### src/rtl/sum_product_arbiter.sv
// Two-port round-robin front end for a shared W-cycle shift-add multiplier and adder.
// Define ARB_STATS_EN to add per-requester completed-operation counters (op_count0/op_count1).
module sum_product_arbiter #(
  parameter int W     = 8,
  parameter int CNT_W = 16
) (
  input  logic             clk,
  input  logic             rst_n,
  input  logic             req0_valid,
  output logic             req0_ready,
  input  logic [W-1:0]     req0_a,
  input  logic [W-1:0]     req0_b,
  input  logic             req1_valid,
  output logic             req1_ready,
  input  logic [W-1:0]     req1_a,
  input  logic [W-1:0]     req1_b,
  output logic             rsp_valid,
  input  logic             rsp_ready,
  output logic             rsp_id,
  output logic [W:0]       rsp_sum,
  output logic [2*W-1:0]   rsp_product,
`ifdef ARB_STATS_EN
  output logic [CNT_W-1:0] op_count0,
  output logic [CNT_W-1:0] op_count1,
`endif
  output logic             busy
);

  localparam int CW = $clog2(W + 1);

  typedef enum logic [1:0] {IDLE, CALC, DONE} state_t;

  state_t           state_reg, state_next;
  logic             last_grant_reg;
  logic [2*W-1:0]   a_sh_reg;
  logic [W-1:0]     b_sh_reg;
  logic [2*W-1:0]   acc_reg;
  logic [2*W-1:0]   acc_step;
  logic [CW-1:0]    cnt_reg;
  logic             rsp_id_reg;
  logic [W:0]       rsp_sum_reg;
  logic [2*W-1:0]   rsp_product_reg;
  logic             grant_any;
  logic             grant_id;
  logic [W-1:0]     sel_a;
  logic [W-1:0]     sel_b;
  logic             last_step;

  // Grant falls to the port that did not win last time only when both compete.
  always_comb begin
    grant_any  = req0_valid | req1_valid;
    grant_id   = (req0_valid && req1_valid) ? ~last_grant_reg : req1_valid;
    sel_a      = grant_id ? req1_a : req0_a;
    sel_b      = grant_id ? req1_b : req0_b;
    acc_step   = b_sh_reg[0] ? (acc_reg + a_sh_reg) : acc_reg;
    last_step  = (cnt_reg == CW'(1));
    state_next = state_reg;
    req0_ready = 1'b0;
    req1_ready = 1'b0;
    case (state_reg)
      IDLE: begin
        if (grant_any) begin
          req0_ready = ~grant_id;
          req1_ready = grant_id;
          state_next = CALC;
        end
      end
      CALC:    if (last_step) state_next = DONE;
      DONE:    if (rsp_ready) state_next = IDLE;
      default: state_next = IDLE;
    endcase
  end

  always_ff @(posedge clk or negedge rst_n) begin
    if (!rst_n) begin
      state_reg       <= IDLE;
      last_grant_reg  <= 1'b1;
      a_sh_reg        <= '0;
      b_sh_reg        <= '0;
      acc_reg         <= '0;
      cnt_reg         <= '0;
      rsp_id_reg      <= 1'b0;
      rsp_sum_reg     <= '0;
      rsp_product_reg <= '0;
    end else begin
      state_reg <= state_next;
      case (state_reg)
        IDLE: begin
          if (grant_any) begin
            a_sh_reg    <= {{W{1'b0}}, sel_a};
            b_sh_reg    <= sel_b;
            acc_reg     <= '0;
            cnt_reg     <= CW'(W);
            rsp_id_reg  <= grant_id;
            rsp_sum_reg <= {1'b0, sel_a} + {1'b0, sel_b};
          end
        end
        CALC: begin
          // Fixed W iterations regardless of operand values; no early exit.
          acc_reg  <= acc_step;
          a_sh_reg <= a_sh_reg << 1;
          b_sh_reg <= b_sh_reg >> 1;
          cnt_reg  <= cnt_reg - CW'(1);
          if (last_step) rsp_product_reg <= acc_step;
        end
        DONE: begin
          if (rsp_ready) last_grant_reg <= rsp_id_reg;
        end
        default: ;
      endcase
    end
  end

`ifdef ARB_STATS_EN
  logic [CNT_W-1:0] op_count0_reg;
  logic [CNT_W-1:0] op_count1_reg;

  always_ff @(posedge clk or negedge rst_n) begin
    if (!rst_n) begin
      op_count0_reg <= '0;
      op_count1_reg <= '0;
    end else if (state_reg == DONE && rsp_ready) begin
      if (rsp_id_reg) op_count1_reg <= op_count1_reg + CNT_W'(1);
      else            op_count0_reg <= op_count0_reg + CNT_W'(1);
    end
  end

  assign op_count0 = op_count0_reg;
  assign op_count1 = op_count1_reg;
`endif

  assign rsp_valid   = (state_reg == DONE);
  assign busy        = (state_reg != IDLE);
  assign rsp_id      = rsp_id_reg;
  assign rsp_sum     = rsp_sum_reg;
  assign rsp_product = rsp_product_reg;

endmodule

### config.mk
export PLATFORM = sky130hd
export DESIGN_NAME = sum_product_arbiter
export DESIGN_NICKNAME = d
export VERILOG_FILES = /design/src/rtl/sum_product_arbiter.sv
export SDC_FILE = /design/constraint.sdc
export NUM_CORES = 1
export LEC_CHECK = 0
export ABC_CLOCK_PERIOD_IN_PS = 7600
export CELL_PAD_IN_SITES_DETAIL_PLACEMENT = 2
export CELL_PAD_IN_SITES_GLOBAL_PLACEMENT = 2
export CORE_MARGIN = 2
export CORE_UTILIZATION = 25
export CTS_CLUSTER_SIZE = 40
export DETAILED_ROUTE_END_ITERATION = 12
export DONT_BUFFER_PORTS = 1
export GPL_TIMING_DRIVEN = 0
export PLACE_DENSITY = 0.54
export SKIP_LAST_GASP = 1
export SYNTH_ARGS = -nofsm -noshare
export SYNTH_HDL_FRONTEND = slang
export SYNTH_SLANG_ARGS = --single-unit
### constraint.sdc
create_clock -name clk -period 7.6 [get_ports clk]
set_input_delay 0.76 -clock clk [delete_from_list [all_inputs] [get_ports clk]]
set_output_delay 0.76 -clock clk [all_outputs]
set_load 0.05 [all_outputs]
# Yosys cells after proc, flatten, opt, wreduce, memory -nomap -nowiden
# Cells that the tools add are included.
# classes
addsub	3
bitwise_logic	3
n_reduce_logical	9
n_eq_ne	6
mux	20
# ops
operator	count
$pmux W16 S2	2
$mux W16	3
$mux W8	3
$add A16 B16 Y16	1
$pmux W8 S2	1
$add A8 B8 Y9	1
$pmux W4 S2	1
$reduce_and A2 Y1	4
$mux W2	3
$pmux W2 S3	1
$mux W1	5
$eq A4 B1 Y1 const B	1
$mux W4	1
$ne A2 B2 Y1 const B	2
$reduce_bool A2 Y1	2
$sub A4 B1 Y4 const B	1
$reduce_and A3 Y1	1
$eq A2 B1 Y1 const B	1
$eq A2 B2 Y1 const B	1
$logic_not A2 Y1	1
$ne A2 B1 Y1 const B	1
$not A1 Y1	2
$logic_and A1 B1 Y1	1
$or A1 B1 Y1	1
# word_totals
ff_bits	73
output_inout_bits	30

# Logic depth before layout (Yosys ltp)
# Gate-level depths: netlist of the first run.
# logic_depth
depth_word	5
ltp_mapped	12
depth_no_buf	11

# Worst setup path after synthesis of the first run
# Ideal clock, no wire load.
# synth_timing
path_kind	in2reg
from	input req1_valid
to	register rsp_sum_reg[6] (netlist: rsp_sum[6])
arrival_ps	3424
required_ps	7480
path_slack_ps	4056
setup_ps	120
path_stages	12
path_buffers	1
cell_sequence	a21boi_1 > buf_2 > mux2_2 > ha_1 > inv_1 > fa_1 > nor2b_1 > o21ai_0 > a21boi_0 > o21a_1 > or3_1 > a31o_2
# synth_via
elab_chain_len	4
elab_cells_between_ends	7
classes_between	add/sub: 1; mux: 3; bitwise: 1; reduce/logical: 2
# synth_lines
element	line	source
start: declaration	13	input logic req1_valid,
$logic_and A1 B1 Y1	52	grant_id = (req0_valid && req1_valid) ? ~last_grant_reg : req1_valid;
$mux W1	52	
$mux W8 (on tied branches)	53, 54	
$add A8 B8 Y9	95	rsp_sum_reg <= {1'b0, sel_a} + {1'b0, sel_b};
end signal: assignment	95	
end: declaration	41	logic [W:0] rsp_sum_reg;
# Parallel ways exist; a longest one is shown, timed or not.
# A chain may end at the register's enable or synchronous reset.

# Worst setup path in the final report of the first run
# Same ends and word-level chain as after synthesis.

==> flow_metrics.py, run 1 <==
metrics = {
    "yosys": {
        "synth_top_cell_area_share_pct": 42.59,
        "synthTopCellsByArea": "dfrtp_1 43%, nand2_1 7.8%, ha_1 7.4%",
        "yosysSeqAreaShare_pct": 43.21,
        "yosys_warnings": 0,
        "synth-edff-count": 0,
        "synth.net_count": 522,
        "synth-main-ff-cell": "dfrtp_1",
        "synthArstFlopShare_pct": 100.0,
        "yosys.area.top_type": "dfrtp_1",
        "synth-seq-cells": 73,
        "syn_area_um2": 4230,
        "syn_avg_cell_area_um2": 9.236,
        "ys_types": 51,
        "syn-instance-count": 458,
    },
    "routing": {
        "drt_iter0_drc": 124,
        "wl_mm": 12.93,
        "ant_nets": 0,
        "drcViolationCount": 0,
        "via_per_inst": 4.944,
        "routedWlPerCell_um": 18.65,
        "vias": 3426,
        "dr.pass1.iters": 4,
    },
    "layout": {
        "stdcell_count": 693,
        "fillers": 1885,
        "num_antenna_cells": 0,
        "seqCellArea_um2": 1828,
        "final_cell_mix": "88 x nand2_1, 72 x dfrtp_1, 40 x o21ai_0",
        "finalNetCount": 533,
        "area_growth_pct": 13.49,
        "final_core_util_pct": 28.95,
        "multi_input_area_um2": 2253,
        "drive_gt1_share_pct": 9.091,
        "final_common_cell": "nand2_1",
    },
    "floorplanning": {
        "core_um2": 16580,
        "die_h_um": 134.1,
        "die_x_um": 134.1,
        "initial_core_util_pct": 25.51,
        "fp.dieArea_um2": 17980,
        "ioPinCount": 67,
        "num_rows": 47,
    },
    "setup_path": {
        "required_ns": 7.84,
        "crit_fanout": 10,
        "worstSetupEndpointType": "register",
        "r2r_end": "rsp_sum[6]$_DFFE_PN0P_",
        "ff2ff_setup_slack_ns": 3.89,
        "critPathKind": "input port to register",
        "crit_start": "req1_valid",
        "ff2ff_path_depth": 12,
        "cp.arrival_ns": 4.00,
        "start_kind": "input port",
        "worstReg2RegStart": "last_grant_reg$_DFFE_PN1P_",
    },
    "cts": {
        "clk_latency_ns": 0.35,
        "cts_tree": "yes",
        "clock-sinks": 73,
        "hold_buffers": 0,
        "cts_resized": 0,
        "cts_made_buffers": 9,
        "htreeDepth": 3,
        "clk_pin_slew_ns": 0.06,
        "cts.root.buffer_cell": "clkbuf_16",
        "clock_path_buffers": 2,
        "cts_setup_buffers": 0,
    },
    "grt": {
        "grt.total_usage_pct": 15.45,
        "grt-ovfl-total": 0,
        "grt_max_degree": 74,
        "grt_pass1_wl_mm": 21.15,
        "antenna_found_initial": 0,
        "grt_pass1_vias": 3913,
    },
    "sta": {
        "rsz0062_at_grt": "no",
        "setup_viol": 0,
        "slew_headroom_pct": 39.14,
        "period_needed_ns": 3.764,
        "timing.fmax_mhz": 265.7,
        "drv_slew": 0,
        "fin_skew_ns": 0.01279,
        "worst_pin_slew_ns": 0.9096,
        "final.period_utilization_pct": 49.52,
        "tns_ns": 0,
        "finalHoldViolCount": 0,
    },
    "placed_design": {
        "gp_congestion": 0.7515,
        "hpwl_mm": 9.958,
        "io_buffers": 0,
        "dp_cells": 678,
    },
    "power": {
        "ir_drop_mv": 0.1187,
        "leakage_nw": 2.201,
        "power_density_nw_per_um2": 501.6,
    },
    "worst_hold_path": {
        "min_path_type": "input port to async pin",
    },
    "run": {
        "max-cap-violations": 0,
    },
    "run_status": {
        "outcome": "finished clean",
    },
}
[report_power, final]
group / switching [mW] / internal, mW
sequential: 0.373 / 0.560
combinational: 0.650 / 0.388
clock: 0.177 / 0.261
[cells by family after synthesis]
group	share of synthesized area, %
mux	6.359
fa+ha+maj	8.341
xor+xnor	2.898
buf+inv	3.520
compound gates	18.87
flops	43.21
simple gates	16.80
[routing by layer]
| metal | vias up | part of all wire [%] | track usage [%] |
|---|---|---|---|
| met1 | 1698 | 49 | 20.39 |
| met5 | - | 0 | 0 |
| li1 | 1649 | - | - |
| met2 | 64 | 46 | 25.21 |
| met3 | 15 | 3.1 | 3.250 |
| met4 | 0 | 1.6 | 5.263 |
[cell usage after synthesis (5+ instances only)]
| cell type | number |
|---|---|
| a21o_1 | 11 |
| a21oi_1 | 23 |
| a22o_1 | 7 |
| a22oi_1 | 14 |
| a31oi_1 | 6 |
| and3_1 | 5 |
| buf_2 | 5 |
| clkbuf_1 | 16 |
| dfrtp_1 | 72 |
| ha_1 | 25 |
| inv_1 | 13 |
| mux2_2 | 15 |
| mux2i_1 | 10 |
| nand2_1 | 88 |
| nand3_1 | 18 |
| nor2_1 | 20 |
| o21ai_0 | 40 |
| xnor2_1 | 10 |
[critical path: stages]
cell	delay, ns
a21boi_1	0.71
buf_2	0.41
mux2_2	0.39
ha_1	0.22
inv_1	0.08
fa_1	0.20
nor2b_1	0.06
o21ai_0	0.22
a21boi_0	0.18
o21a_1	0.21
or3_1	0.31
a31o_2	0.25
[area by class of cell]
| class | instances | area share, % |
|---|---|---|
| clock inverter | 5 | 1.173 |
| sequential | 73 | 38.08 |
| tap | 220 | 5.734 |
| clock buffer | 10 | 4.978 |
| inverter | 13 | 1.016 |
| buffer | 23 | 2.085 |
| multi-input combinational | 349 | 46.94 |
[per-stage QoR]
stage                     power [mW]  setup WS, ns  instance area, um^2  hold slack [ns]
final                          2.408         3.836                 4801           0.1036
after floorplan                1.670         4.056                 4230           0.4457
after global routing           2.633         3.541                 4801          0.07995
after global placement         1.965         3.501                 4506           0.4685
after CTS                      2.461         3.798                 4801          0.08080
after detailed placement       2.004         3.435                 4506           0.4670
[how the worst max path moves through the flow]
stage                             endpoint  slack (ns)  cells past startpoint
floorplan           rsp_sum[6]$_DFFE_PN0P_        4.06                     12
global placement    rsp_sum[6]$_DFFE_PN0P_        3.50                     12
detailed placement  rsp_sum[6]$_DFFE_PN0P_        3.43                     12
CTS                 rsp_sum[6]$_DFFE_PN0P_        3.80                     12
global route        rsp_sum[6]$_DFFE_PN0P_        3.54                     12
finish              rsp_sum[6]$_DFFE_PN0P_        3.84                     12
(Power assumes the default switching activity.)
==> inputs of run 2 (changes only) <==
--- a/config.mk
+++ b/config.mk
@@ -5,7 +5,7 @@
 export SDC_FILE = /design/constraint.sdc
 export NUM_CORES = 1
 export LEC_CHECK = 0
-export ABC_CLOCK_PERIOD_IN_PS = 7600
+export ABC_CLOCK_PERIOD_IN_PS = 3940
 export CELL_PAD_IN_SITES_DETAIL_PLACEMENT = 2
 export CELL_PAD_IN_SITES_GLOBAL_PLACEMENT = 2
 export CORE_MARGIN = 2
==> constraint.sdc (replaced) <==
create_clock -name clk -period 3.94 [get_ports clk]
set_input_delay 0.394 -clock clk [delete_from_list [all_inputs] [get_ports clk]]
set_output_delay 0.394 -clock clk [all_outputs]
set_load 0.05 [all_outputs]
==> run 2 against run 1 <==
- sequential share of layout area decreased by 0.32 points
- combinational power increased by 94%
- worst hold slack improved by 0.054 ns
- design area increased by 0.86%
- total power increased by 94%
- clock skew about the same
- core utilization increased by 0.25 points
- cell count increased by 0.29%
- die area unchanged
- clock power increased by 93%
- critical path depth unchanged
- global-route usage about the same
==> flow_metrics.py, run 2 (synthesized netlist as in run 1, its figures left out) <==
metrics = {
    "routing": {
        "drcViolationCount": 0,
        "routedWlPerCell_um": 18.72,
        "wl_mm": 13.01,
        "ant_nets": 0,
        "via_per_inst": 4.929,
        "drt_iter0_drc": 150,
        "dr.pass1.iters": 4,
        "vias": 3426,
    },
    "run_status": {
        "outcome": "finished clean",
    },
    "layout": {
        "area_growth_pct": 14.46,
        "num_antenna_cells": 0,
        "postLayoutCellArea_um2": 4842,
        "final_common_cell": "nand2_1",
        "final_cell_mix": "88 x nand2_1, 72 x dfrtp_1, 40 x o21ai_0",
        "fillers": 1881,
        "finalNetCount": 535,
        "drive_gt1_share_pct": 9.474,
    },
    "grt": {
        "grt-ovfl-total": 0,
        "grt.total_usage_pct": 15.49,
        "grt_max_degree": 74,
        "grt_pass1_wl_mm": 21.20,
        "antenna_found_initial": 0,
        "grt_pass1_vias": 3917,
    },
    "setup_path": {
        "worstSetupEndpointType": "register",
        "crit_buf_inv": 2,
        "cpLargestDelayFamily": "compound AO/OA/AOI/OAI gates",
        "cp.arrival_ns": 3.61,
        "crit_fanout": 10,
        "path_cells": "a21boi_2 > buf_2 > mux2_2 > ha_1 > inv_1 > fa_1 > nor2b_1 > o21ai_0 > a21boi_0 > o21a_1 > or3_1 > a31o_2",
        "cp_slowest_stage_delay_ns": 0.42,
        "start_kind": "register",
        "critPathKind": "register to register",
        "worstReg2RegStart": "last_grant_reg$_DFFE_PN1P_",
        "slowest_stage": "a21boi_2",
        "required_ns": 4.18,
        "crit_start": "last_grant_reg$_DFFE_PN1P_",
    },
    "sta": {
        "worst_pin_slew_ns": 0.9096,
        "hold_ws_ns": 0.1573,
        "rsz0062_at_grt": "no",
        "slew_headroom_pct": 39.14,
        "fin_skew_ns": 0.01270,
        "drv_slew": 0,
        "timing.fmax_mhz": 296.4,
        "setup_viol": 0,
        "finalHoldViolCount": 0,
        "period_needed_ns": 3.373,
        "tns_ns": 0,
        "setup_ws_ns": 0.5665,
        "final.period_utilization_pct": 85.62,
    },
    "cts": {
        "htreeDepth": 3,
        "cts_setup_buffers": 0,
        "cts_tree": "yes",
        "clk_pin_slew_ns": 0.06,
        "clk_latency_ns": 0.35,
        "clock-sinks": 73,
        "cts.root.buffer_cell": "clkbuf_16",
        "cts_made_buffers": 9,
        "clock_path_buffers": 2,
    },
    "floorplanning": {
        "num_rows": 47,
        "die_h_um": 134.1,
        "die_x_um": 134.1,
        "fp.dieArea_um2": 17980,
        "ioPinCount": 67,
        "initial_core_util_pct": 25.51,
        "core_um2": 16580,
    },
    "placed_design": {
        "dpl_worst_slack_ns": 0.1409,
        "io_buffers": 0,
        "gp_congestion": 0.7515,
        "hpwl_mm": 9.958,
        "place_area_um2": 4506,
    },
    "power": {
        "p_sw_share_pct": 49.97,
        "ir_drop_mv": 0.2289,
        "power_density_nw_per_um2": 964.4,
        "p_sw_mw": 2.334,
        "internal_power_mw": 2.336,
        "leakage_nw": 2.219,
        "comb_power_share_pct": 43.3,
        "p_seq_share_pct": 38.6,
        "clkPwrFrac_pct": 18.1,
        "p_total_mw": 4.670,
    },
    "worst_hold_path": {
        "min_from": "rsp_ready",
        "min_path_type": "input port to register",
    },
    "run": {
        "max-cap-violations": 0,
    },
}
run 2: cell type report:
class	count	area, um^2	area share [%]
clock buffers	10	239.0	4.935
well taps	220	275.3	5.685
multi-input cells	349	2257	46.61
flip-flops and latches	73	1828	37.75
plain buffers	23	100.1	2.067
inverters	13	48.80	1.008
repair buffers	2	37.54	0.7752
clock inverters	5	56.30	1.163
run 2: worst paths after layout:
| path | depth (start not counted) | end | slack (ns) |
|---|---|---|---|
| max | 12 | rsp_sum[6]$_DFFE_PN0P_ | 0.57 |
| min | 1 | state_reg[1]$_DFFE_PN0P_ | 0.16 |
| max reg2reg | 12 | rsp_sum[6]$_DFFE_PN0P_ | 0.57 |
| min reg2reg | 1 | cnt_reg[3]$_DFFE_PN0P_ | 0.49 |
| max in group asynchronous | 2 | last_grant_reg$_DFFE_PN1P_ | 2.99 |
| min in group asynchronous | 2 | rsp_sum[1]$_DFFE_PN0P_ | 0.63 |
run 2: per-layer routing:
metal  routed length [um]  GRT usage (%)  vias to the layer above
met3                  399          3.250                       15
met1                 6391          20.46                     1700
met5                    0              0                        -
met4                  204          5.263                        0
met2                 6013          25.30                       60
li1                     -              -                     1651
run 2: worst register-to-register path, cell delays in order (launching register included):
cell and delay, ns:
dfstp_2 0.37, a21boi_2 0.42, buf_2 0.36, mux2_2 0.39, ha_1 0.22, inv_1 0.08, fa_1 0.21, nor2b_1 0.06
o21ai_0 0.21, a21boi_0 0.18, o21a_1 0.21, or3_1 0.31, a31o_2 0.25
run 2: what timing repair did:
item	4_1_cts	5_1_grt
hold buffers	2	0
endpoints found under the hold margin	73	0
gates resized for setup	0	1
endpoints found under the setup margin	0	2
run 2: power groups by stage:
stage          Clock (mW)  Combinational [mW]  Sequential (mW)
4_1_cts             0.879                2.08             1.81
2_1_floorplan           0                1.52             1.71
6_report            0.845                2.02             1.80
3_5_place_dp            0                2.04             1.82
5_1_grt             0.914                2.33             1.86
3_3_place_gp            0                1.98             1.81
run 2: per-stage QoR:
stage	std cells	util [%]
6_report	695	29.20
3_5_place_dp	678	27.17
4_1_cts	695	29.18
2_1_floorplan	458	-
3_3_place_gp	678	27.17
5_1_grt	695	29.20
==> inputs of run 3 (changes only) <==
--- a/config.mk
+++ b/config.mk
@@ -10,7 +10,7 @@
 export CELL_PAD_IN_SITES_GLOBAL_PLACEMENT = 2
 export CORE_MARGIN = 2
 export CORE_UTILIZATION = 25
-export CTS_CLUSTER_SIZE = 40
+export CTS_CLUSTER_SIZE = 28
 export DETAILED_ROUTE_END_ITERATION = 12
 export DONT_BUFFER_PORTS = 1
 export GPL_TIMING_DRIVEN = 0
==> results of run 3 <==
Final layout, timing and power as in run 2 (identical DEF).
